[src/rtl/alu_sched_pkg.sv]
// Shared types and constants for the ALU command scheduler.
package alu_sched_pkg;

  typedef enum logic [2:0] {IDLE, SEND_OP, SEND_ARG, WAIT, RESP} state_t;

  localparam int ARG_BYTES   = 4;
  localparam int TIMEOUT_DEF = 64;

  // Operand bytes leave most-significant first.
  function automatic logic [7:0] arg_byte(input logic [31:0] arg, input logic [1:0] idx);
    case (idx)
      2'd0:    return arg[31:24];
      2'd1:    return arg[23:16];
      2'd2:    return arg[15:8];
      default: return arg[7:0];
    endcase
  endfunction

endpackage

[src/rtl/alu_sched_if.sv]
// Requester and ALU-side signal bundle of the scheduler.
interface alu_sched_if #(
  parameter int NUM_REQ = 4
);
  logic [NUM_REQ-1:0]    req_val;
  logic [NUM_REQ-1:0]    req_rdy;
  logic [NUM_REQ*8-1:0]  req_op;
  logic [NUM_REQ*32-1:0] req_arg;
  logic [NUM_REQ-1:0]    rsp_val;
  logic [31:0]           rsp_data;
  logic                  rsp_err;
  logic                  alu_ctl;
  logic [7:0]            alu_dat;
  logic                  alu_ready;
  logic [31:0]           alu_result;

  modport slave (
    input  req_val, req_op, req_arg, alu_ready, alu_result,
    output req_rdy, rsp_val, rsp_data, rsp_err, alu_ctl, alu_dat
  );

  modport master (
    output req_val, req_op, req_arg, alu_ready, alu_result,
    input  req_rdy, rsp_val, rsp_data, rsp_err, alu_ctl, alu_dat
  );
endinterface

[src/rtl/alu_sched_rr_arb.sv]
// Round-robin arbiter: one-hot grant, priority moves past the last grantee on adv.
module rr_arb #(
  parameter int NUM_REQ = 4
) (
  input  logic               clk,
  input  logic               rst,
  input  logic [NUM_REQ-1:0] req,
  input  logic               adv,
  output logic [NUM_REQ-1:0] gnt
);
  localparam int PW = $clog2(NUM_REQ);

  logic [PW-1:0] ptr;
  logic [PW-1:0] gnt_idx;
  logic [PW-1:0] idx;

  // Scan from the farthest slot down so the nearest requester after ptr wins.
  always_comb begin
    gnt     = '0;
    gnt_idx = '0;
    idx     = '0;
    for (int i = NUM_REQ - 1; i >= 0; i--) begin
      idx = PW'((int'(ptr) + i) % NUM_REQ);
      if (req[idx]) begin
        gnt      = '0;
        gnt[idx] = 1'b1;
        gnt_idx  = idx;
      end
    end
  end

  always_ff @(posedge clk or posedge rst) begin
    if (rst) begin
      ptr <= '0;
    end else if (adv) begin
      ptr <= (gnt_idx == PW'(NUM_REQ - 1)) ? '0 : gnt_idx + PW'(1);
    end
  end

endmodule

[src/rtl/alu_sched.sv]
// Arbitrates requesters onto a byte-serial ALU: opcode, 4 operand bytes, wait, respond.
module alu_sched
  import alu_sched_pkg::*;
#(
  parameter int NUM_REQ = 4,
  parameter int TIMEOUT = TIMEOUT_DEF
) (
  input logic        clk,
  input logic        rst,
  alu_sched_if.slave bus
);
  state_t             state;
  logic [1:0]         byte_cnt;
  logic [7:0]         wait_cnt;
  logic [NUM_REQ-1:0] owner;
  logic [NUM_REQ-1:0] gnt;
  logic [NUM_REQ-1:0] rsp_val_q;
  logic [7:0]         sel_op;
  logic [7:0]         alu_dat_q;
  logic [31:0]        sel_arg;
  logic [31:0]        arg_q;
  logic [31:0]        rsp_data_q;
  logic               alu_ctl_q;
  logic               rsp_err_q;
  logic               grant_fire;

  assign grant_fire = (state == IDLE) && bus.alu_ready && (|bus.req_val) && !rst;

  rr_arb #(.NUM_REQ(NUM_REQ)) u_arb (
    .clk (clk),
    .rst (rst),
    .req (bus.req_val),
    .adv (grant_fire),
    .gnt (gnt)
  );

  always_comb begin
    sel_op  = '0;
    sel_arg = '0;
    for (int i = 0; i < NUM_REQ; i++) begin
      if (gnt[i]) begin
        sel_op  = bus.req_op[8*i +: 8];
        sel_arg = bus.req_arg[32*i +: 32];
      end
    end
  end

  // Operand capture at grant; the opcode is captured straight into alu_dat.
  always_ff @(posedge clk) begin
    if (grant_fire) arg_q <= sel_arg;
  end

  always_ff @(posedge clk or posedge rst) begin
    if (rst) begin
      state      <= IDLE;
      byte_cnt   <= '0;
      wait_cnt   <= '0;
      owner      <= '0;
      alu_ctl_q  <= 1'b0;
      alu_dat_q  <= '0;
      rsp_val_q  <= '0;
      rsp_data_q <= '0;
      rsp_err_q  <= 1'b0;
    end else begin
      rsp_val_q <= '0;
      case (state)
        IDLE: begin
          if (grant_fire) begin
            owner     <= gnt;
            alu_ctl_q <= 1'b1;
            alu_dat_q <= sel_op;
            state     <= SEND_OP;
          end
        end
        SEND_OP: begin
          alu_ctl_q <= 1'b0;
          alu_dat_q <= arg_byte(arg_q, 2'd0);
          byte_cnt  <= '0;
          state     <= SEND_ARG;
        end
        SEND_ARG: begin
          if (byte_cnt == 2'(ARG_BYTES - 1)) begin
            alu_dat_q <= '0;
            wait_cnt  <= '0;
            state     <= WAIT;
          end else begin
            alu_dat_q <= arg_byte(arg_q, byte_cnt + 2'd1);
            byte_cnt  <= byte_cnt + 2'd1;
          end
        end
        WAIT: begin
          // The ALU still shows its idle flag in the first cycle, so it is not trusted yet.
          if ((wait_cnt != 8'd0) && bus.alu_ready) begin
            rsp_data_q <= bus.alu_result;
            rsp_err_q  <= 1'b0;
            rsp_val_q  <= owner;
            state      <= RESP;
          end else if (wait_cnt == 8'(TIMEOUT - 1)) begin
            rsp_data_q <= '0;
            rsp_err_q  <= 1'b1;
            rsp_val_q  <= owner;
            state      <= RESP;
          end else begin
            wait_cnt <= wait_cnt + 8'd1;
          end
        end
        RESP:    state <= IDLE;
        default: state <= IDLE;
      endcase
    end
  end

  assign bus.req_rdy  = grant_fire ? gnt : '0;
  assign bus.rsp_val  = rsp_val_q;
  assign bus.rsp_data = rsp_data_q;
  assign bus.rsp_err  = rsp_err_q;
  assign bus.alu_ctl  = alu_ctl_q;
  assign bus.alu_dat  = alu_dat_q;

endmodule
[src/flat_wrapper.sv]
// flat-port wrapper written by rule: the top's interface ports become plain ports
module alu_sched_flat import alu_sched_pkg::*;
#(
  parameter int NUM_REQ = 4,
  parameter int TIMEOUT = TIMEOUT_DEF
)
  (clk, rst, bus_req_val, bus_req_op, bus_req_arg, bus_alu_ready, bus_alu_result, bus_req_rdy, bus_rsp_val, bus_rsp_data, bus_rsp_err, bus_alu_ctl, bus_alu_dat);
  alu_sched_if #(.NUM_REQ(NUM_REQ)) bus_i ();
  input logic clk;
  input logic rst;
  input wire logic [$bits(bus_i.req_val)-1:0] bus_req_val;
  input wire logic [$bits(bus_i.req_op)-1:0] bus_req_op;
  input wire logic [$bits(bus_i.req_arg)-1:0] bus_req_arg;
  input wire logic [$bits(bus_i.alu_ready)-1:0] bus_alu_ready;
  input wire logic [$bits(bus_i.alu_result)-1:0] bus_alu_result;
  output wire logic [$bits(bus_i.req_rdy)-1:0] bus_req_rdy;
  output wire logic [$bits(bus_i.rsp_val)-1:0] bus_rsp_val;
  output wire logic [$bits(bus_i.rsp_data)-1:0] bus_rsp_data;
  output wire logic [$bits(bus_i.rsp_err)-1:0] bus_rsp_err;
  output wire logic [$bits(bus_i.alu_ctl)-1:0] bus_alu_ctl;
  output wire logic [$bits(bus_i.alu_dat)-1:0] bus_alu_dat;
  assign bus_i.req_val = bus_req_val;
  assign bus_i.req_op = bus_req_op;
  assign bus_i.req_arg = bus_req_arg;
  assign bus_i.alu_ready = bus_alu_ready;
  assign bus_i.alu_result = bus_alu_result;
  assign bus_req_rdy = bus_i.req_rdy;
  assign bus_rsp_val = bus_i.rsp_val;
  assign bus_rsp_data = bus_i.rsp_data;
  assign bus_rsp_err = bus_i.rsp_err;
  assign bus_alu_ctl = bus_i.alu_ctl;
  assign bus_alu_dat = bus_i.alu_dat;
  alu_sched #(.NUM_REQ(NUM_REQ), .TIMEOUT(TIMEOUT)) u_core (.clk(clk), .rst(rst), .bus(bus_i));
endmodule
[config.mk]
export PLATFORM = sky130hd
export DESIGN_NAME = alu_sched_flat
export DESIGN_NICKNAME = d
export VERILOG_FILES = /design/src/rtl/alu_sched_pkg.sv /design/src/rtl/alu_sched_if.sv /design/src/rtl/alu_sched_rr_arb.sv /design/src/rtl/alu_sched.sv /design/src/flat_wrapper.sv
export SDC_FILE = /design/constraint.sdc
export NUM_CORES = 1
export LEC_CHECK = 0
export CAP_MARGIN = 20
export CELL_PAD_IN_SITES_DETAIL_PLACEMENT = 1
export CELL_PAD_IN_SITES_GLOBAL_PLACEMENT = 1
export CORE_AREA = 2 2 140 142
export DETAILED_ROUTE_END_ITERATION = 8
export DIE_AREA = 0 0 142 144
export PLACE_DENSITY = 0.79
export SYNTH_ARGS = -nofsm -noshare
export SYNTH_HDL_FRONTEND = slang
export SYNTH_SLANG_ARGS = --single-unit
[constraint.sdc]
create_clock -name clk -period 4.51 [get_ports clk]
set_clock_uncertainty 0.1 [all_clocks]
set_input_delay 0.6765 -clock clk [delete_from_list [all_inputs] [get_ports clk]]
set_output_delay 0.6765 -clock clk [all_outputs]
set_load 0.01 [all_outputs]
==> impl_metrics.ini <==
[clock_network]
cts.htree.levels = 3
numCtsBuffers = 9
cts_tree = built
clock_latency_ps = 350
cts_hold_buf = 0
ctsRootBufferMaster = clkbuf_16
cts.clk_slew.worst_paths_ps = 70
cts_setup_buffers = 0
cts-resized-gates = 0
cts_sinks = 97
clk_path_buf_depth = 2

[setup_path]
path_cells = clkdlybuf4s50_1 > buf_4 > mux4_2 > a21oi_1 > o21ai_1 > o21ai_4 > nor2_1 > clkdlybuf4s50_1
worstPathRequired_ps = 3730
cp_data_arrival_time_ps = 3150
critPathTopFamily = buffers and inverters
critPathLaunchType = primary input
crit_path_frequent_cell = clkdlybuf4s50_1
r2r_setup_slack_ps = 1130
worst-path-max-fanout = 12
critPathMaxStageDelay_ps = 580
crit_slowest_cell = mux4_2
crit_type = primary input to output port
path_buf_inv = 3
cp-end-kind = output port

[synth]
syn_nets = 781
synthSimpleGateAreaFrac = 0.1260
synth_edf_count = 32
yosys.area_share.xor_xnor = 0.01321
synth_top_family_by_area = compound AO/OA/AOI/OAI gates
synth_fa_ha_area_frac = 0.02936
ys_async_sr_fraction = 0.6701
syn_inst = 568
syn_avg_cell_area_um2 = 10.50
synth_seq_cells = 97
syn_area_um2 = 5966
yosysUniqueCellTypes = 59
synth-compound-area-share = 0.3182
synthMuxAreaShare = 0.02160
yosysWarnings = 0
ys_seq_area_frac = 0.4337
synth_ff_type = dfrtp_1

[global_route]
grt_max_degree = 81
antenna_found_initial = 1
grt_usage = 0.1957
overflow = 0
grt_pass1_wl_um = 31300
grt_pass1_vias = 5795

[floorplanning]
die_h_um = 144
die_w_um = 142
die_area_um2 = 20450
rows = 51
ios = 249
start_util = 0.3127
fp.coreArea_um2 = 19080

[sta]
worst_slew_pin_slew_ps = 1008
fin_crit_sh = 0.8703
slew_violations = 0
clock.fmax_ghz = 0.2548
final.min_clock_period_ps = 3925
grt_setup_unrepaired = no
finalSetupTns_ps = 0
slew_headroom = 0.3281
hold_viol_final = 0
setup_viol = 0

[layout]
ff_latch_area_um2 = 2587
antenna_cells = 0
area_delta_synth_final_pct = 49.94
nets = 1007
fillers = 2108
drive_above_1_share = 0.1389
multiInputGateArea_um2 = 3064
final_common_cell = clkdlybuf4s50_1
final_cells = 1037
layout_common_cells = 248 x clkdlybuf4s50_1, 68 x nor2_1, 65 x dfrtp_1

[pwr]
switchingPower_w = 0.002766
p_per_area_nw_per_um2 = 701.1
vdd_drop_max_mv = 0.4448
p_clk_frac = 0.128
intPower_w = 0.003505
share_comb_of_total_power = 0.632
swShare = 0.4411
seq_power_share = 0.240
p_leak_nw = 3.527

[placement]
io_buffers = 248
gp_congestion = 0.8221
hpwlAfterDp_um = 15000
placedCellCount = 1021

[run_status]
outcome = complete, no violations

[drt]
initialDrtViolationCount = 241
vias = 5526
ant_nets = 0
drc = 0
wl_per_cell_um = 19.41
first_pass_iters = 6
post_drt_via_cell_ratio = 5.329
wirelength_um = 20130

[min_path]
hold_path_class = flip-flop to flip-flop

[run]
drv_cap = 0
-- final cells by class --
class	instances	area share
multi-input cells	408	0.3426
inverters	13	0.005455
well taps	238	0.03329
flip-flops and latches	97	0.2893
repair buffers	265	0.2946
clock inverters	7	0.009652
clock buffers	9	0.02518
-- power by group through the flow --
stage | logic (W) | clock network, W | registers (W)
after CTS | 0.00401 | 0.000828 | 0.00151
after detailed placement | 0.00400 | 0 | 0.00152
after global routing | 0.00432 | 0.000860 | 0.00154
after global placement | 0.00394 | 0 | 0.00151
after floorplan | 0.00276 | 0 | 0.00154
final | 0.00396 | 0.000805 | 0.00150
-- registers in the layout, indices dropped and copies added (netlist names) --
register and count:
u_core.bus.rsp_val 4, u_core.state 3, u_core.u_arb.ptr 2, u_core.arg_q 32, u_core.wait_cnt 8, u_core.bus.alu_dat 8
u_core.byte_cnt 2, u_core.bus.rsp_data 32, u_core.bus.rsp_err 1, u_core.bus.alu_ctl 1, u_core.owner 4
-- stage by stage --
stage	total power, W	worst slack (ps)	utilization	hold slack, ps	instance area (um^2)
after floorplan	0.004305	747.7	-	341.7	5966
after global placement	0.005443	701.4	0.4525	368.2	8633
after detailed placement	0.005518	593.4	0.4525	362.8	8633
after CTS	0.006349	594.2	0.4688	378.2	8945
after global routing	0.006715	466.9	0.4688	399.9	8945
final	0.006271	585.1	0.4688	373.5	8945
-- path summary, 6_finish.rpt --
check                                                 from                                end  cells after the start
max in group asynchronous                              rst    u_core.bus.rsp_val[2]$_DFF_PP0_                      3
setup / recovery                            bus_req_val[3]                     bus_req_rdy[1]                      8
hold / removal                 u_core.owner[3]$_DFFE_PP0P_        u_core.owner[3]$_DFFE_PP0P_                      1
setup reg to reg           u_core.u_arb.ptr[0]$_DFFE_PP0N_          u_core.arg_q[0]$_DFFE_PN_                      9
min in group asynchronous                              rst  u_core.bus.alu_dat[7]$_DFFE_PP0P_                      2
hold reg to reg                u_core.owner[3]$_DFFE_PP0P_        u_core.owner[3]$_DFFE_PP0P_                      1
-- cell families (layout without fill, tap and decap cells) --
family | after synthesis | after routing
AND/OR/NAND/NOR | 164 | 164
multiplexers | 9 | 9
XOR/XNOR | 9 | 9
buffers and inverters | 63 | 294
flip-flops | 97 | 97
AO/OA/AOI/OAI | 212 | 212
adder cells (fa/ha/maj) | 14 | 14
-- cells in the mapped netlist, types with 2 or more instances --
cell type | instances | area [um^2]
xor2_1 | 7 | 61.31
mux4_2 | 3 | 67.56
a222oi_1 | 8 | 80.08
and3_1 | 3 | 18.77
a221oi_1 | 2 | 17.52
inv_1 | 13 | 48.80
clkbuf_1 | 23 | 86.33
edfxtp_1 | 32 | 960.9
ha_1 | 14 | 175.2
nor2b_1 | 8 | 50.05
o221ai_1 | 2 | 17.52
buf_12 | 3 | 60.06
o31ai_1 | 2 | 15.01
buf_4 | 4 | 30.03
o21ai_0 | 27 | 135.1
nand4_1 | 4 | 25.02
buf_1 | 2 | 7.510
xnor2_1 | 2 | 17.52
a22oi_1 | 2 | 15.01
and2_1 | 3 | 18.77
nand2_1 | 51 | 191.4
a21oi_1 | 47 | 235.2
o2111ai_1 | 2 | 17.52
nand2b_1 | 2 | 12.51
a211o_1 | 8 | 70.07
buf_6 | 2 | 22.52
nand3_1 | 11 | 55.05
a22o_1 | 33 | 289.0
nor2_1 | 69 | 259.0
dfrtp_1 | 65 | 1627
mux2i_1 | 5 | 50.05
nor4b_1 | 2 | 17.52
a21o_1 | 4 | 30.03
a31oi_1 | 3 | 18.77
o31ai_2 | 30 | 375.4
buf_2 | 15 | 75.07
a221oi_2 | 32 | 480.5
nor4_1 | 2 | 12.51
-- layer usage --
metal  wire length (um)  track usage  share of wire  up-vias
met2               9730       0.3275           0.48      203
met3               1367      0.05166          0.068       25
met5                 13            0        0.00065        -
met1               8559       0.2468           0.43     2688
li1                   -            -              -     2608
met4                458      0.06368          0.023        2
No activity file was read; power rests on OpenSTA's default activity.
